==> src/rtl/bankswitch_scan_ctrl_if.sv <==
// Shared ROM read port between the bank-switch scan controller and the
// loader/CPU memory arbiter.
//   mem_rd    : read request from the controller, held until mem_valid
//   mem_addr  : byte address, stable while mem_rd is high
//   mem_data  : read data, qualified by mem_valid
//   mem_valid : read complete; the arbiter may hold it low to stall the scan
// master = scan controller, slave = memory/arbiter side.
interface bankswitch_scan_ctrl_if #(
    parameter int ADDR_W = 15
);
    logic              mem_rd;
    logic [ADDR_W-1:0] mem_addr;
    logic [7:0]        mem_data;
    logic              mem_valid;

    modport master (output mem_rd, output mem_addr, input mem_data, input mem_valid);
    modport slave  (input mem_rd, input mem_addr, output mem_data, output mem_valid);
endinterface

==> src/rtl/bankswitch_scan_ctrl.sv <==
// Bank-switch signature scan controller. After a ROM image is loaded it walks
// the image byte by byte through the shared read port, strobes each byte into
// the signature detectors, accumulates their match flags and reports a
// prioritised bank-switch scheme code to the cartridge mapper.
//   clk, reset     : clock, synchronous active-high reset
//   start_i        : one-cycle scan request (ignored while busy)
//   rom_size_i     : image length in bytes, sampled on an accepted start
//   mem            : ROM read port (master side)
//   det_clear_o    : one-cycle clear pulse to the detectors
//   det_ena_o      : one-cycle byte strobe, with det_addr_o / det_data_o
//   det_match_i    : detector match outputs
//   busy_o, done_o : scan in progress / result valid (level)
//   match_flags_o  : sticky OR of det_match_i over the scan
//   scheme_o       : 0 = no signature, else lowest set flag index + 1
module bankswitch_scan_ctrl #(
    parameter int ADDR_W    = 15,
    parameter int NUM_DET   = 8,
    parameter int MATCH_LAT = 2
) (
    input  logic                  clk,
    input  logic                  reset,
    input  logic                  start_i,
    input  logic [ADDR_W:0]       rom_size_i,
    bankswitch_scan_ctrl_if.master mem,
    output logic                  det_clear_o,
    output logic                  det_ena_o,
    output logic [ADDR_W-1:0]     det_addr_o,
    output logic [7:0]            det_data_o,
    input  logic [NUM_DET-1:0]    det_match_i,
    output logic                  busy_o,
    output logic                  done_o,
    output logic [NUM_DET-1:0]    match_flags_o,
    output logic [3:0]            scheme_o
);
    localparam int CNT_W = (MATCH_LAT > 1) ? $clog2(MATCH_LAT) : 1;
    localparam logic [ADDR_W:0] MAX_SIZE = (ADDR_W+1)'(1) << ADDR_W;

    typedef enum logic [2:0] {
        S_IDLE, S_CLEAR, S_REQ, S_PRESENT, S_DRAIN, S_DONE
    } state_t;

    state_t              state_q, state_d;
    logic [ADDR_W:0]     size_q, size_d;
    // One bit wider than the address so a full 2^ADDR_W image never wraps.
    logic [ADDR_W:0]     ptr_q, ptr_d;
    logic [CNT_W-1:0]    cnt_q, cnt_d;
    logic [ADDR_W-1:0]   det_addr_q, det_addr_d;
    logic [7:0]          det_data_q, det_data_d;
    logic [NUM_DET-1:0]  flags_q, flags_d;
    logic [3:0]          scheme_q, scheme_d;
    logic                done_q, done_d;

    // Bit 0 has the highest priority.
    function automatic logic [3:0] prio_enc(input logic [NUM_DET-1:0] f);
        logic [3:0] s;
        s = 4'd0;
        for (int i = NUM_DET - 1; i >= 0; i--) begin
            if (f[i]) s = 4'(i + 1);
        end
        return s;
    endfunction

    always_ff @(posedge clk) begin
        if (reset) begin
            state_q    <= S_IDLE;
            size_q     <= '0;
            ptr_q      <= '0;
            cnt_q      <= '0;
            det_addr_q <= '0;
            det_data_q <= '0;
            flags_q    <= '0;
            scheme_q   <= '0;
            done_q     <= 1'b0;
        end else begin
            state_q    <= state_d;
            size_q     <= size_d;
            ptr_q      <= ptr_d;
            cnt_q      <= cnt_d;
            det_addr_q <= det_addr_d;
            det_data_q <= det_data_d;
            flags_q    <= flags_d;
            scheme_q   <= scheme_d;
            done_q     <= done_d;
        end
    end

    always_comb begin
        state_d    = state_q;
        size_d     = size_q;
        ptr_d      = ptr_q;
        cnt_d      = cnt_q;
        det_addr_d = det_addr_q;
        det_data_d = det_data_q;
        scheme_d   = scheme_q;
        done_d     = done_q;
        // Matches are only trusted after det_clear; stale detector state
        // seen in IDLE/CLEAR/DONE is masked out.
        flags_d    = flags_q;
        if (state_q == S_REQ || state_q == S_PRESENT || state_q == S_DRAIN)
            flags_d = flags_q | det_match_i;

        case (state_q)
            S_IDLE: begin
                if (start_i) begin
                    size_d   = (rom_size_i > MAX_SIZE) ? MAX_SIZE : rom_size_i;
                    flags_d  = '0;
                    scheme_d = '0;
                    done_d   = 1'b0;
                    state_d  = S_CLEAR;
                end
            end
            S_CLEAR: begin
                ptr_d   = '0;
                cnt_d   = '0;
                state_d = (size_q == '0) ? S_DRAIN : S_REQ;
            end
            S_REQ: begin
                if (mem.mem_valid) begin
                    det_addr_d = ptr_q[ADDR_W-1:0];
                    det_data_d = mem.mem_data;
                    state_d    = S_PRESENT;
                end
            end
            S_PRESENT: begin
                if (ptr_q == size_q - (ADDR_W+1)'(1)) begin
                    cnt_d   = '0;
                    state_d = S_DRAIN;
                end else begin
                    ptr_d   = ptr_q + (ADDR_W+1)'(1);
                    state_d = S_REQ;
                end
            end
            S_DRAIN: begin
                // Encode from flags_d so a match landing in the last drain
                // cycle still reaches the scheme code.
                if (cnt_q == CNT_W'(MATCH_LAT - 1)) begin
                    scheme_d = prio_enc(flags_d);
                    done_d   = 1'b1;
                    state_d  = S_DONE;
                end else begin
                    cnt_d = cnt_q + CNT_W'(1);
                end
            end
            S_DONE: state_d = S_IDLE;
            default: state_d = S_IDLE;
        endcase
    end

    assign mem.mem_rd    = (state_q == S_REQ);
    assign mem.mem_addr  = ptr_q[ADDR_W-1:0];
    assign det_clear_o   = (state_q == S_CLEAR);
    assign det_ena_o     = (state_q == S_PRESENT);
    assign det_addr_o    = det_addr_q;
    assign det_data_o    = det_data_q;
    assign busy_o        = (state_q == S_CLEAR) || (state_q == S_REQ) ||
                           (state_q == S_PRESENT) || (state_q == S_DRAIN);
    assign done_o        = done_q;
    assign match_flags_o = flags_q;
    assign scheme_o      = scheme_q;
endmodule

==> src/flat_wrapper.sv <==
// flat-port wrapper written by rule: the top's interface ports become plain ports
module bankswitch_scan_ctrl_flat 
#(
    parameter int ADDR_W    = 15,
    parameter int NUM_DET   = 8,
    parameter int MATCH_LAT = 2
)
  (clk, reset, start_i, rom_size_i, det_clear_o, det_ena_o, det_addr_o, det_data_o, det_match_i, busy_o, done_o, match_flags_o, scheme_o, mem_mem_rd, mem_mem_addr, mem_mem_data, mem_mem_valid);
  bankswitch_scan_ctrl_if #(.ADDR_W(ADDR_W)) mem_i ();
  input  logic clk;
  input  logic reset;
  input  logic start_i;
  input  logic [ADDR_W:0] rom_size_i;
  output logic det_clear_o;
  output logic det_ena_o;
  output logic [ADDR_W-1:0] det_addr_o;
  output logic [7:0] det_data_o;
  input  logic [NUM_DET-1:0] det_match_i;
  output logic busy_o;
  output logic done_o;
  output logic [NUM_DET-1:0] match_flags_o;
  output logic [3:0] scheme_o;
  output wire logic [$bits(mem_i.mem_rd)-1:0] mem_mem_rd;
  output wire logic [$bits(mem_i.mem_addr)-1:0] mem_mem_addr;
  input wire logic [$bits(mem_i.mem_data)-1:0] mem_mem_data;
  input wire logic [$bits(mem_i.mem_valid)-1:0] mem_mem_valid;
  assign mem_mem_rd = mem_i.mem_rd;
  assign mem_mem_addr = mem_i.mem_addr;
  assign mem_i.mem_data = mem_mem_data;
  assign mem_i.mem_valid = mem_mem_valid;
  bankswitch_scan_ctrl #(.ADDR_W(ADDR_W), .NUM_DET(NUM_DET), .MATCH_LAT(MATCH_LAT)) u_core (.clk(clk), .reset(reset), .start_i(start_i), .rom_size_i(rom_size_i), .mem(mem_i), .det_clear_o(det_clear_o), .det_ena_o(det_ena_o), .det_addr_o(det_addr_o), .det_data_o(det_data_o), .det_match_i(det_match_i), .busy_o(busy_o), .done_o(done_o), .match_flags_o(match_flags_o), .scheme_o(scheme_o));
endmodule
==> config.mk <==
export PLATFORM = sky130hd
export DESIGN_NAME = bankswitch_scan_ctrl_flat
export DESIGN_NICKNAME = d
export VERILOG_FILES = /design/src/rtl/bankswitch_scan_ctrl_if.sv /design/src/rtl/bankswitch_scan_ctrl.sv /design/src/flat_wrapper.sv
export SDC_FILE = /design/constraint.sdc
export NUM_CORES = 1
export LEC_CHECK = 0
export BUFFER_PORTS_ARGS = -buffer_cell sky130_fd_sc_hd__buf_2
export CORE_MARGIN = 2
export CORE_UTILIZATION = 53
export CTS_CLUSTER_DIAMETER = 40
export CTS_CLUSTER_SIZE = 16
export DETAILED_ROUTE_END_ITERATION = 7
export PLACE_DENSITY = 0.8
export SYNTH_ARGS = -nofsm -noshare
export SYNTH_HDL_FRONTEND = slang
export SYNTH_SLANG_ARGS = --single-unit
==> constraint.sdc <==
create_clock -name clk -period 3.3 [get_ports clk]
set_input_delay 0.165 -clock clk [delete_from_list [all_inputs] [get_ports clk]]
set_output_delay 0.165 -clock clk [all_outputs]
set_load 0.02 [all_outputs]
# Yosys cells after proc, flatten, opt, wreduce, memory -nomap -nowiden
# Index checks and enable logic that the tools add are counted.
dict set report classes {
  add_sub_neg 3
  n_mul 0
  div 0
  magnitude_cmp 1
  n_eq_ne 10
  n_shift 0
  muxes 29
  bitwise 1
  n_reduce_logical 16
}
# op count
set op_table {}
lappend op_table {{2-to-1 mux 4 bit} 10}
lappend op_table {{2-to-1 mux 16 bit} 2}
lappend op_table {{one-hot mux 16 bit (2 select lines)} 1}
lappend op_table {{2-to-1 mux 8 bit} 3}
lappend op_table {{adder 16 x 1 -> 16 bit, second input constant} 1}
lappend op_table {{== test 16 bit} 1}
lappend op_table {{> comparator 16 bit, second input constant} 1}
lappend op_table {{zero test 16 bit} 1}
lappend op_table {{subtractor 16 x 1 -> 16 bit, second input constant} 1}
lappend op_table {{2-to-1 mux 3 bit} 5}
lappend op_table {{one-hot mux 3 bit (5 select lines)} 1}
lappend op_table {{bitwise OR 8 bit} 1}
lappend op_table {{one-hot mux 4 bit (2 select lines)} 1}
lappend op_table {{AND reduction 2 bit} 4}
lappend op_table {{== test 3 x 2 -> 1 bit, second input constant} 2}
lappend op_table {{!= test 2 x 1 -> 1 bit, second input constant} 3}
lappend op_table {{AND reduction 3 bit} 2}
lappend op_table {{logical OR 1 bit} 5}
lappend op_table {{2-to-1 mux 1 bit} 4}
lappend op_table {{!= test 2 bit, second input constant} 2}
lappend op_table {{nonzero test 2 bit} 2}
lappend op_table {{== test 3 x 1 -> 1 bit, second input constant} 1}
lappend op_table {{== test 3 bit, second input constant} 1}
lappend op_table {{zero test 3 bit} 1}
lappend op_table {{4 further kinds} 4}
dict set report totals {
  regBits 72
  latchBits 0
  ramBits 0
  rom_bits 0
  memories 0
}

# Logic depth before layout (Yosys ltp)
# Gate-level depths: netlist (run 1).
dict set report depth {
  depth_word 14
  mapped_depth 11
}

# Worst setup path after synthesis (run 1)
# No wires, ideal clock.
dict set report synth_path {
  path_kind {register to register}
  start {reg u_core.size_q[2]}
  end {reg u_core.ptr_q[1]}
  arrival_time_ps 2543
  required_time_ps 3175
  slack_ps 632
  stages_incl_launch_ff 11
  path_buffers 2
  period_less_slack_ps 2668
  cell_sequence {dfxtp_1 buf_6 or3_1 o31a_1 or4_4 a2111oi_4 o2111a_4 buf_6 nor2_1 a22oi_1 o31ai_2}
}
dict set report synth_via {
  elab_chain_len 4
}
# item line_no
set synth_lines {}
lappend synth_lines {{from (decl)} bankswitch_scan_ctrl.sv:43} ;# logic [ADDR_W:0] size_q, size_d;
lappend synth_lines {{from (signal assigned)} bankswitch_scan_ctrl.sv:76} ;# size_q <= size_d;
lappend synth_lines {{subtractor 16 x 1 -> 16 bit} bankswitch_scan_ctrl.sv:125} ;# if (ptr_q == size_q - (ADDR_W+1)'(1)) begin
lappend synth_lines {{== test 16 bit} bankswitch_scan_ctrl.sv:125}
lappend synth_lines {{!= test 2 bit (no line)} n/a}
lappend synth_lines {{AND reduction 2 bit (no line)} n/a}
lappend synth_lines {{to (signal assigned)} bankswitch_scan_ctrl.sv:77} ;# ptr_q <= ptr_d;
lappend synth_lines {{to (decl)} bankswitch_scan_ctrl.sv:45} ;# logic [ADDR_W:0] ptr_q, ptr_d;
# Every way passes these cells.
# A chain may end at the register's enable or synchronous reset.

# Worst setup path after layout (run 1)
dict set report layout_path {
  start {reg u_core.size_q[0]}
  end {reg u_core.ptr_q[11]}
}
# Same word-level chain as after synthesis.

==> impl_metrics.toml, run 1 <==
[clock_network]
cts_sinks = 72
clk_pin_slew_worst_paths_ps = 80
h-tree-depth = 3
clock_latency_ps = 350
clock_tree.buffer_depth = 2
hold_buffers = 0
cts_tree = "yes"
numCtsBuffers = 9
post_cts_buffers = 0
ctsResizeCount = 0
cts_root_buf = "clkbuf_8"

[sta]
finalCritPeriodShare_pct = 93.66
hold_violations = 0
post-route-min-period_ps = 3091
holdWs_ps = 48.19
worst_slew_pin_slew_ps = 845.9
finalClockSkew_ps = 11.81
setup_slack_ps = 209.2
rsz0062_at_grt = "no"
finalSetupViolCount = 0
slew_viol_final = 0
fmax_ghz = 0.3235
relSlewSlack_pct = 43.40
fin_setup_tns_ps = 0

[logic_synthesis]
yosysSeqAreaShare_pct = 39.96
synth_area_sq_um = 3607
syn_avg_cell_area_sq_um = 8.143
yosys_warnings = 0
ys_types = 55
syn-num-nets = 481
synth-seq-cells = 72
ys.flop_type = "dfxtp_1"
synthCells = 443
synth_edf_count = 0
postSynth.asyncResetShare_pct = 0

[pwr]
p_sw_uw = 623.9
p_sw_share_pct = 29.36
p_int_uw = 1501
combPwrFrac_pct = 18.8
p_per_area_nw_per_um2 = 508.1
pwr-share-clk_pct = 37.0
power_frac_seq_pct = 44.3
ir_drop_v = 0.0003464
p_leak_uw = 0.001827

[global_route]
grt_first_pass_wirelength_um = 14550
overflow = 0
grt_use_total_pct = 24.14
grt_pass1_vias = 3153
antenna_found_initial = 0
grt_max_degree = 44

[routing]
wl_met2_um = 4254
avgRoutedWirePerCell_um = 14.81
vias = 3432
avgViaCountPerCell = 5.807
met3_length_um = 570
top_layer_used = "met4"
drt-initial-drc-count = 211
met1Wirelength_um = 3726
dr.pass1.iters = 5
wl_um = 8755
drcViolationCount = 0
postRouteAntennaNets = 0

[finish]
drive_gt1_share_pct = 24.66
fin_area_sq_um = 4182
fin_nets = 544
mostFrequentLayoutCell = "buf_2"
final_cell_mix = "buf_2, nand2_1, dfxtp_1, a21oi_1, nor2_1"
diodes = 0
syn_to_final_growth_pct = 15.92

[floorplanning]
rows = 30
die_h_um = 86.50
start_util_pct = 53.99
core_area_sq_um = 6681
die_w_um = 86.50
die-area_sq_um = 7482
boundaryPins = 91

[critical_path]
crit_slowest_cell = "nor4_2"
path_cells = "nor4_2 -> nand2_1 -> nor4bb_1 -> a311o_1 -> o2111a_4 -> a211oi_2 -> a31oi_1 -> a41o_1"
critPathMaxStageDelay_ps = 610
worstPathArrival_ps = 3330
crit_type = "register to register"
critPathMaxFanout = 16
endpoint_kind = "register"
required_ps = 3540
start_kind = "register"

[place]
dp_slack_ps = 262.8
post-dp-hpwl_um = 6351
gp_congestion = 0.8576
placed_cell_area_sq_um = 3953
io_buffers = 90

[outcome]
status = "finished, final reports clean"

[run]
max_cap_violations = 0

[min_path]
min_path_type = "input pin to register"
## state kept, by name, summed over array words and instances (netlist names)
signal	cells
u_core.ptr_q	16
u_core.size_q	16
u_core.match_flags_o	8
u_core.done_o	1
u_core.cnt_q	1
u_core.scheme_o	4
u_core.det_data_o	8
u_core.det_addr_o	15
u_core.state_q	3
## power groups by stage
stage,Clock (uW),Sequential [uW],Combinational [uW]
finish,785,940,399
global route,837,945,442
CTS,797,939,396
detailed placement,0,959,393
global placement,0,958,382
floorplan,0,949,299
## synth_stat cells, drive strengths merged, types with 2 or more instances
| library cell | number | area, sq um |
|---|---|---|
| a2111oi | 2 | 36.29 |
| a211oi | 9 | 72.57 |
| a21bo | 2 | 20.02 |
| a21o | 2 | 15.01 |
| a21oi | 47 | 239.0 |
| a22o | 12 | 105.1 |
| a22oi | 3 | 22.52 |
| a31o | 3 | 26.28 |
| a31oi | 3 | 18.77 |
| a41o | 2 | 20.02 |
| and2 | 4 | 25.02 |
| and3 | 4 | 25.02 |
| and4 | 2 | 17.52 |
| buf | 19 | 145.1 |
| clkbuf | 22 | 82.58 |
| dfxtp | 72 | 1441 |
| ha | 2 | 25.02 |
| inv | 9 | 33.78 |
| nand2 | 75 | 281.5 |
| nand2b | 3 | 18.77 |
| nand3 | 8 | 40.04 |
| nand3b | 6 | 45.04 |
| nand4 | 8 | 50.05 |
| nor2 | 41 | 153.9 |
| nor3 | 12 | 60.06 |
| nor4 | 8 | 62.56 |
| o211ai | 3 | 22.52 |
| o21a | 3 | 22.52 |
| o21ai | 11 | 55.05 |
| or2 | 3 | 18.77 |
| or3 | 2 | 12.51 |
| xnor2 | 15 | 131.4 |
| xor2 | 12 | 105.1 |
## cells by family after synthesis
family	share of synthesized area [%]
flops	39.96
buf+inv	7.249
xor+xnor	6.556
mux	0.2775
compound gates	20.64
simple gates	24.63
fa+ha+maj	0.6936
## metal layers
metal | GRT usage (%) | vias to the layer above
met3 | 6.190 | 21
met2 | 39.93 | 119
li1 | - | 1665
met4 | 9.091 | 0
met5 | 0 | -
met1 | 30.32 | 1627
## through the flow
stage / util (%) / instances / total power [uW]
floorplan: - / 443 / 1248
global placement: 59.16 / 575 / 1339
detailed placement: 59.16 / 575 / 1352
CTS: 62.57 / 591 / 2132
global route: 62.58 / 591 / 2224
finish: 62.58 / 591 / 2125
## cell type report
class	count	area, sq um
clock buffer	10	137.6
clock inverter	6	90.09
fill	602	2500
inverter	9	33.78
multi-input combinational	321	1906
sequential	72	1441
tap	80	100.1
timing repair buffer	93	473.0
## final timing paths
kind / start / to / slack (ps) / cells after the start
worst max-delay path: u_core.size_q[0] / u_core.ptr_q[11] / 210 / 8
worst min-delay path: rom_size_i[10] / u_core.size_q[10] / 50 / 2
worst max register to register: u_core.size_q[0] / u_core.ptr_q[11] / 210 / 8
worst min register to register: u_core.det_data_o[1] / u_core.det_data_o[1] / 450 / 2
## worst max-delay path, delay by kind of cell (launching register included)
family	cells	cell delay [ps]
compound gates	5	1590
flops	1	370
simple gates	3	1030
Note: power is estimated with default switching activity, not from simulation.
==> run 2: changes to the inputs <==
--- a/config.mk
+++ b/config.mk
@@ -6,12 +6,14 @@
 export NUM_CORES = 1
 export LEC_CHECK = 0
 export BUFFER_PORTS_ARGS = -buffer_cell sky130_fd_sc_hd__buf_2
+export CELL_PAD_IN_SITES_DETAIL_PLACEMENT = 1
+export CELL_PAD_IN_SITES_GLOBAL_PLACEMENT = 2
 export CORE_MARGIN = 2
-export CORE_UTILIZATION = 53
+export CORE_UTILIZATION = 30
 export CTS_CLUSTER_DIAMETER = 40
 export CTS_CLUSTER_SIZE = 16
 export DETAILED_ROUTE_END_ITERATION = 7
-export PLACE_DENSITY = 0.8
+export PLACE_DENSITY_LB_ADDON = 0.1
 export SYNTH_ARGS = -nofsm -noshare
 export SYNTH_HDL_FRONTEND = slang
 export SYNTH_SLANG_ARGS = --single-unit
==> impl_metrics.toml, run 2 (synthesis results as in run 1) <==
[routing]
postRouteAntennaNets = 0
avgRoutedWirePerCell_um = 15.98
wl_um = 10580
avgViaCountPerCell = 5.065
dr.pass1.iters = 4
drcViolationCount = 0
drt-initial-drc-count = 112
vias = 3353

[place]
post-dp-hpwl_um = 7895
io_buffers = 90
dpl.cell_count = 647
gp_congestion = 0.7852

[sta]
finalSetupViolCount = 0
slew_viol_final = 0
worst_slew_pin_slew_ps = 844.9
rsz0062_at_grt = "no"
post-route-min-period_ps = 3029
relSlewSlack_pct = 43.47
hold_violations = 0
fin_setup_tns_ps = 0
finalCritPeriodShare_pct = 91.77
finalClockSkew_ps = 4.878
fmax_ghz = 0.3302

[finish]
fin_nets = 549
diodes = 0
drive_gt1_share_pct = 24.85
fin_cells = 662
syn_to_final_growth_pct = 20.95
final_cell_mix = "buf_2, nand2_1, dfxtp_1, a21oi_1, nor2_1"
mostFrequentLayoutCell = "buf_2"
fin_util_pct = 36.78

[global_route]
grtUsageMet1_pct = 21.25
grt_first_pass_wirelength_um = 17500
antenna_found_initial = 0
grt_use_total_pct = 17.15
overflow = 0
gr-max-usage-layer = "met2"
grt_max_degree = 44
grt_use_met3_pct = 3.560
use_met2_pct = 28.86
grt_pass1_vias = 3391

[run]
max_cap_violations = 0

[clock_network]
post_cts_buffers = 0
ctsResizeCount = 0
clock_latency_ps = 340
h-tree-depth = 3
cts_root_buf = "clkbuf_16"
cts_sinks = 72
numCtsBuffers = 9
cts_tree = "yes"
hold_buffers = 0
clock_tree.buffer_depth = 2
clk_pin_slew_worst_paths_ps = 60

[floorplanning]
core_area_sq_um = 11860
die_h_um = 113.7
die_w_um = 113.7
start_util_pct = 30.41
rows = 40
boundaryPins = 91
die-area_sq_um = 12920

[critical_path]
critPathMaxFanout = 16
start_kind = "register"
endpoint_kind = "register"
crit_type = "register to register"
required_ps = 3530
worstPathArrival_ps = 3260

[pwr]
p_per_area_nw_per_um2 = 535.2
ir_drop_v = 0.0002383
p_leak_uw = 0.001877

[outcome]
status = "finished, final reports clean"

[min_path]
min_path_type = "input pin to register"
[run 2: path summary, 6_finish.rpt]
path                        startpoint                   end  slack (ps)  cells after the start
setup / recovery      u_core.size_q[0]       u_core.ptr_q[9]         270                      9
hold reg to reg   u_core.det_data_o[2]  u_core.det_data_o[2]         450                      2
hold / removal           rom_size_i[7]      u_core.size_q[7]          50                      3
setup reg to reg      u_core.size_q[0]       u_core.ptr_q[9]         270                      9
[run 2: metal layers]
layer / wire length [um] / vias to the layer above / share of wire (%)
li1: - / 1675 / -
met1: 4878 / 1621 / 46
met2: 5125 / 43 / 48
met3: 379 / 14 / 3.6
met4: 193 / 0 / 1.8
met5: 0 / - / 0
[run 2: final cells by class]
type                    count  area [sq um]
clock buffers              12         246.5
clock inverters             3         42.54
fillers                  1477          7498
inverters                   9         33.78
multi-input cells         321          1904
flip-flops and latches     72          1441
well taps                 147         183.9
repair buffers             98         510.5
[run 2: stage by stage]
stage | power, uW | cell area (sq um) | hold slack, ps | setup slack (ps)
floorplan | 1248 | 3607 | 273.6 | 632.2
global placement | 1384 | 4074 | 393.2 | 389.9
detailed placement | 1387 | 4074 | 396.0 | 266.1
CTS | 2375 | 4363 | 40.98 | 257.4
global route | 2456 | 4363 | 49.54 | 3.968
finish | 2335 | 4363 | 51.25 | 271.4
[run 2: worst max-delay path: stages (launching register included)]
cell	delay, ps
dfxtp_1	370
inv_1	100
ha_1	260
nor4b_4	400
nand2_1	260
a311o_1	350
o2111a_4	390
a211oi_2	430
a31oi_1	140
a41o_1	220
[run 2: power by group]
group          switching (uW)  internal (uW)  total [uW]  leakage (uW)
logic                     264            165         429       0.00116
clock network             371            601         972      0.000139
registers                35.2            898         933      0.000582
==> run 3: changes to the inputs <==
--- a/config.mk
+++ b/config.mk
@@ -8,12 +8,14 @@
 export BUFFER_PORTS_ARGS = -buffer_cell sky130_fd_sc_hd__buf_2
 export CELL_PAD_IN_SITES_DETAIL_PLACEMENT = 1
 export CELL_PAD_IN_SITES_GLOBAL_PLACEMENT = 2
+export CORE_ASPECT_RATIO = 1.1
 export CORE_MARGIN = 2
 export CORE_UTILIZATION = 30
 export CTS_CLUSTER_DIAMETER = 40
 export CTS_CLUSTER_SIZE = 16
 export DETAILED_ROUTE_END_ITERATION = 7
 export PLACE_DENSITY_LB_ADDON = 0.1
+export SKIP_LAST_GASP = 1
 export SYNTH_ARGS = -nofsm -noshare
 export SYNTH_HDL_FRONTEND = slang
 export SYNTH_SLANG_ARGS = --single-unit
==> impl_metrics.toml, run 3 (synthesis results as in run 1) <==
[critical_path]
crit_type = "register to register"
worst-r2r-cell-count = 10
required_ps = 3560
endpoint_kind = "register"
worstPathArrival_ps = 3340
critPathMaxFanout = 16
start_kind = "register"

[sta]
fmax_ghz = 0.3244
rsz0062_at_grt = "no"
holdWs_ps = 57.01
fin_setup_tns_ps = 0
finalSetupViolCount = 0
setup_slack_ps = 217.7
finalCritPeriodShare_pct = 93.40
post-route-min-period_ps = 3082
worst_slew_pin_slew_ps = 888.7
finalClockSkew_ps = 5.382
relSlewSlack_pct = 40.54
hold_violations = 0
slew_viol_final = 0

[min_path]
min_path_type = "input pin to register"
holdPathStages = 2

[finish]
fin_cells = 669
diodes = 0
syn_to_final_growth_pct = 22.44
drive_gt1_share_pct = 25.24
final_cell_mix = "buf_2, nand2_1, dfxtp_1, a21oi_1, nor2_1"
mostFrequentLayoutCell = "buf_2"
n_fill_cell = 1480
fin_nets = 549

[floorplanning]
die_w_um = 108.6
start_util_pct = 30.37
die_h_um = 119.0
core_area_sq_um = 11880
boundaryPins = 91
die-area_sq_um = 12920
rows = 42

[routing]
drt-initial-drc-count = 128
dr.pass1.iters = 4
vias = 3384
drcViolationCount = 0
avgViaCountPerCell = 5.058
postRouteAntennaNets = 0
wl_um = 10760
avgRoutedWirePerCell_um = 16.09

[clock_network]
cts_tree = "yes"
numCtsBuffers = 9
clk_pin_slew_worst_paths_ps = 60
cts_sinks = 72
post_cts_buffers = 0
clock_tree.buffer_depth = 2
ctsResizeCount = 0
hold_buffers = 0
h-tree-depth = 3
clock_latency_ps = 340
cts_root_buf = "clkbuf_16"

[pwr]
ir_drop_v = 0.0001810
p_per_area_nw_per_um2 = 559.9
p_leak_uw = 0.001905

[global_route]
grt_pass1_vias = 3414
grt_use_total_pct = 17.46
overflow = 0
antenna_found_initial = 0
grt_max_degree = 44
grt_first_pass_wirelength_um = 17630

[place]
dp_slack_ps = 231.2
post-dp-hpwl_um = 7987
gp_congestion = 0.7530
io_buffers = 90
dpl.cell_count = 654

[run]
max_cap_violations = 0

[outcome]
status = "finished, final reports clean"
==> run 3: cell types whose count changed in the layout (fill, tap and decap cells not counted) <==
cell        previous run  this run
clkbuf_8               1         0
clkinv_4               0         1
clkinv_2               1         2
bufinv_16              1         3
clkinvlp_4             1         0
clkbuf_1               2         0
==> run 3: stage by stage <==
step | total power [uW] | util (%) | cell area, sq um
after CTS | 2511 | 37.19 | 4417
after floorplan | 1248 | - | 3607
after global routing | 2599 | 37.19 | 4417
final | 2473 | 37.19 | 4417
after detailed placement | 1383 | 34.38 | 4083
after global placement | 1379 | 34.38 | 4083
==> run 3: worst paths after layout <==
path / endpoint / slack [ps] / startpoint
worst max register to register: u_core.ptr_q[12] / 220 / u_core.size_q[0]
worst min register to register: u_core.det_addr_o[6] / 450 / u_core.det_addr_o[6]
worst max-delay path: u_core.ptr_q[12] / 220 / u_core.size_q[0]
worst min-delay path: u_core.size_q[11] / 60 / rom_size_i[11]
==> run 3: final cells by class <==
| cell class | count | area (sq um) | share of cell area [%] |
|---|---|---|---|
| Sequential cell | 72 | 1441 | 32.63 |
| Clock inverter | 6 | 108.9 | 2.465 |
| Multi-Input combinational cell | 321 | 1904 | 43.12 |
| Clock buffer | 9 | 225.2 | 5.099 |
| Timing Repair Buffer | 98 | 510.5 | 11.56 |
| Tap cell | 154 | 192.7 | 4.363 |
| Inverter | 9 | 33.78 | 0.7649 |
==> run 3: critical path: stages (launching register included) <==
cell and delay, ps:
dfxtp_1 360, inv_1 100, ha_1 250, nor4b_4 410
and4_1 260, o211ai_1 90, a2111oi_0 600, o2111a_4 460
a21oi_1 140, nand4_1 130, mux2i_1 210
==> run 3: per-layer routing <==
metal	track usage [%]	routed length (um)	share of wire (%)	vias up
met5	0	0	0	-
met4	5.288	134	1.2	0
met3	3.558	336	3.1	11
met2	29.61	5324	49	54
met1	22.08	4966	46	1648
li1	-	-	-	1671
==> run 3: power by group <==
group	total, uW	switching (uW)	internal (uW)
combinational	424	259	164
sequential	935	37.1	898
clock	1110	382	733
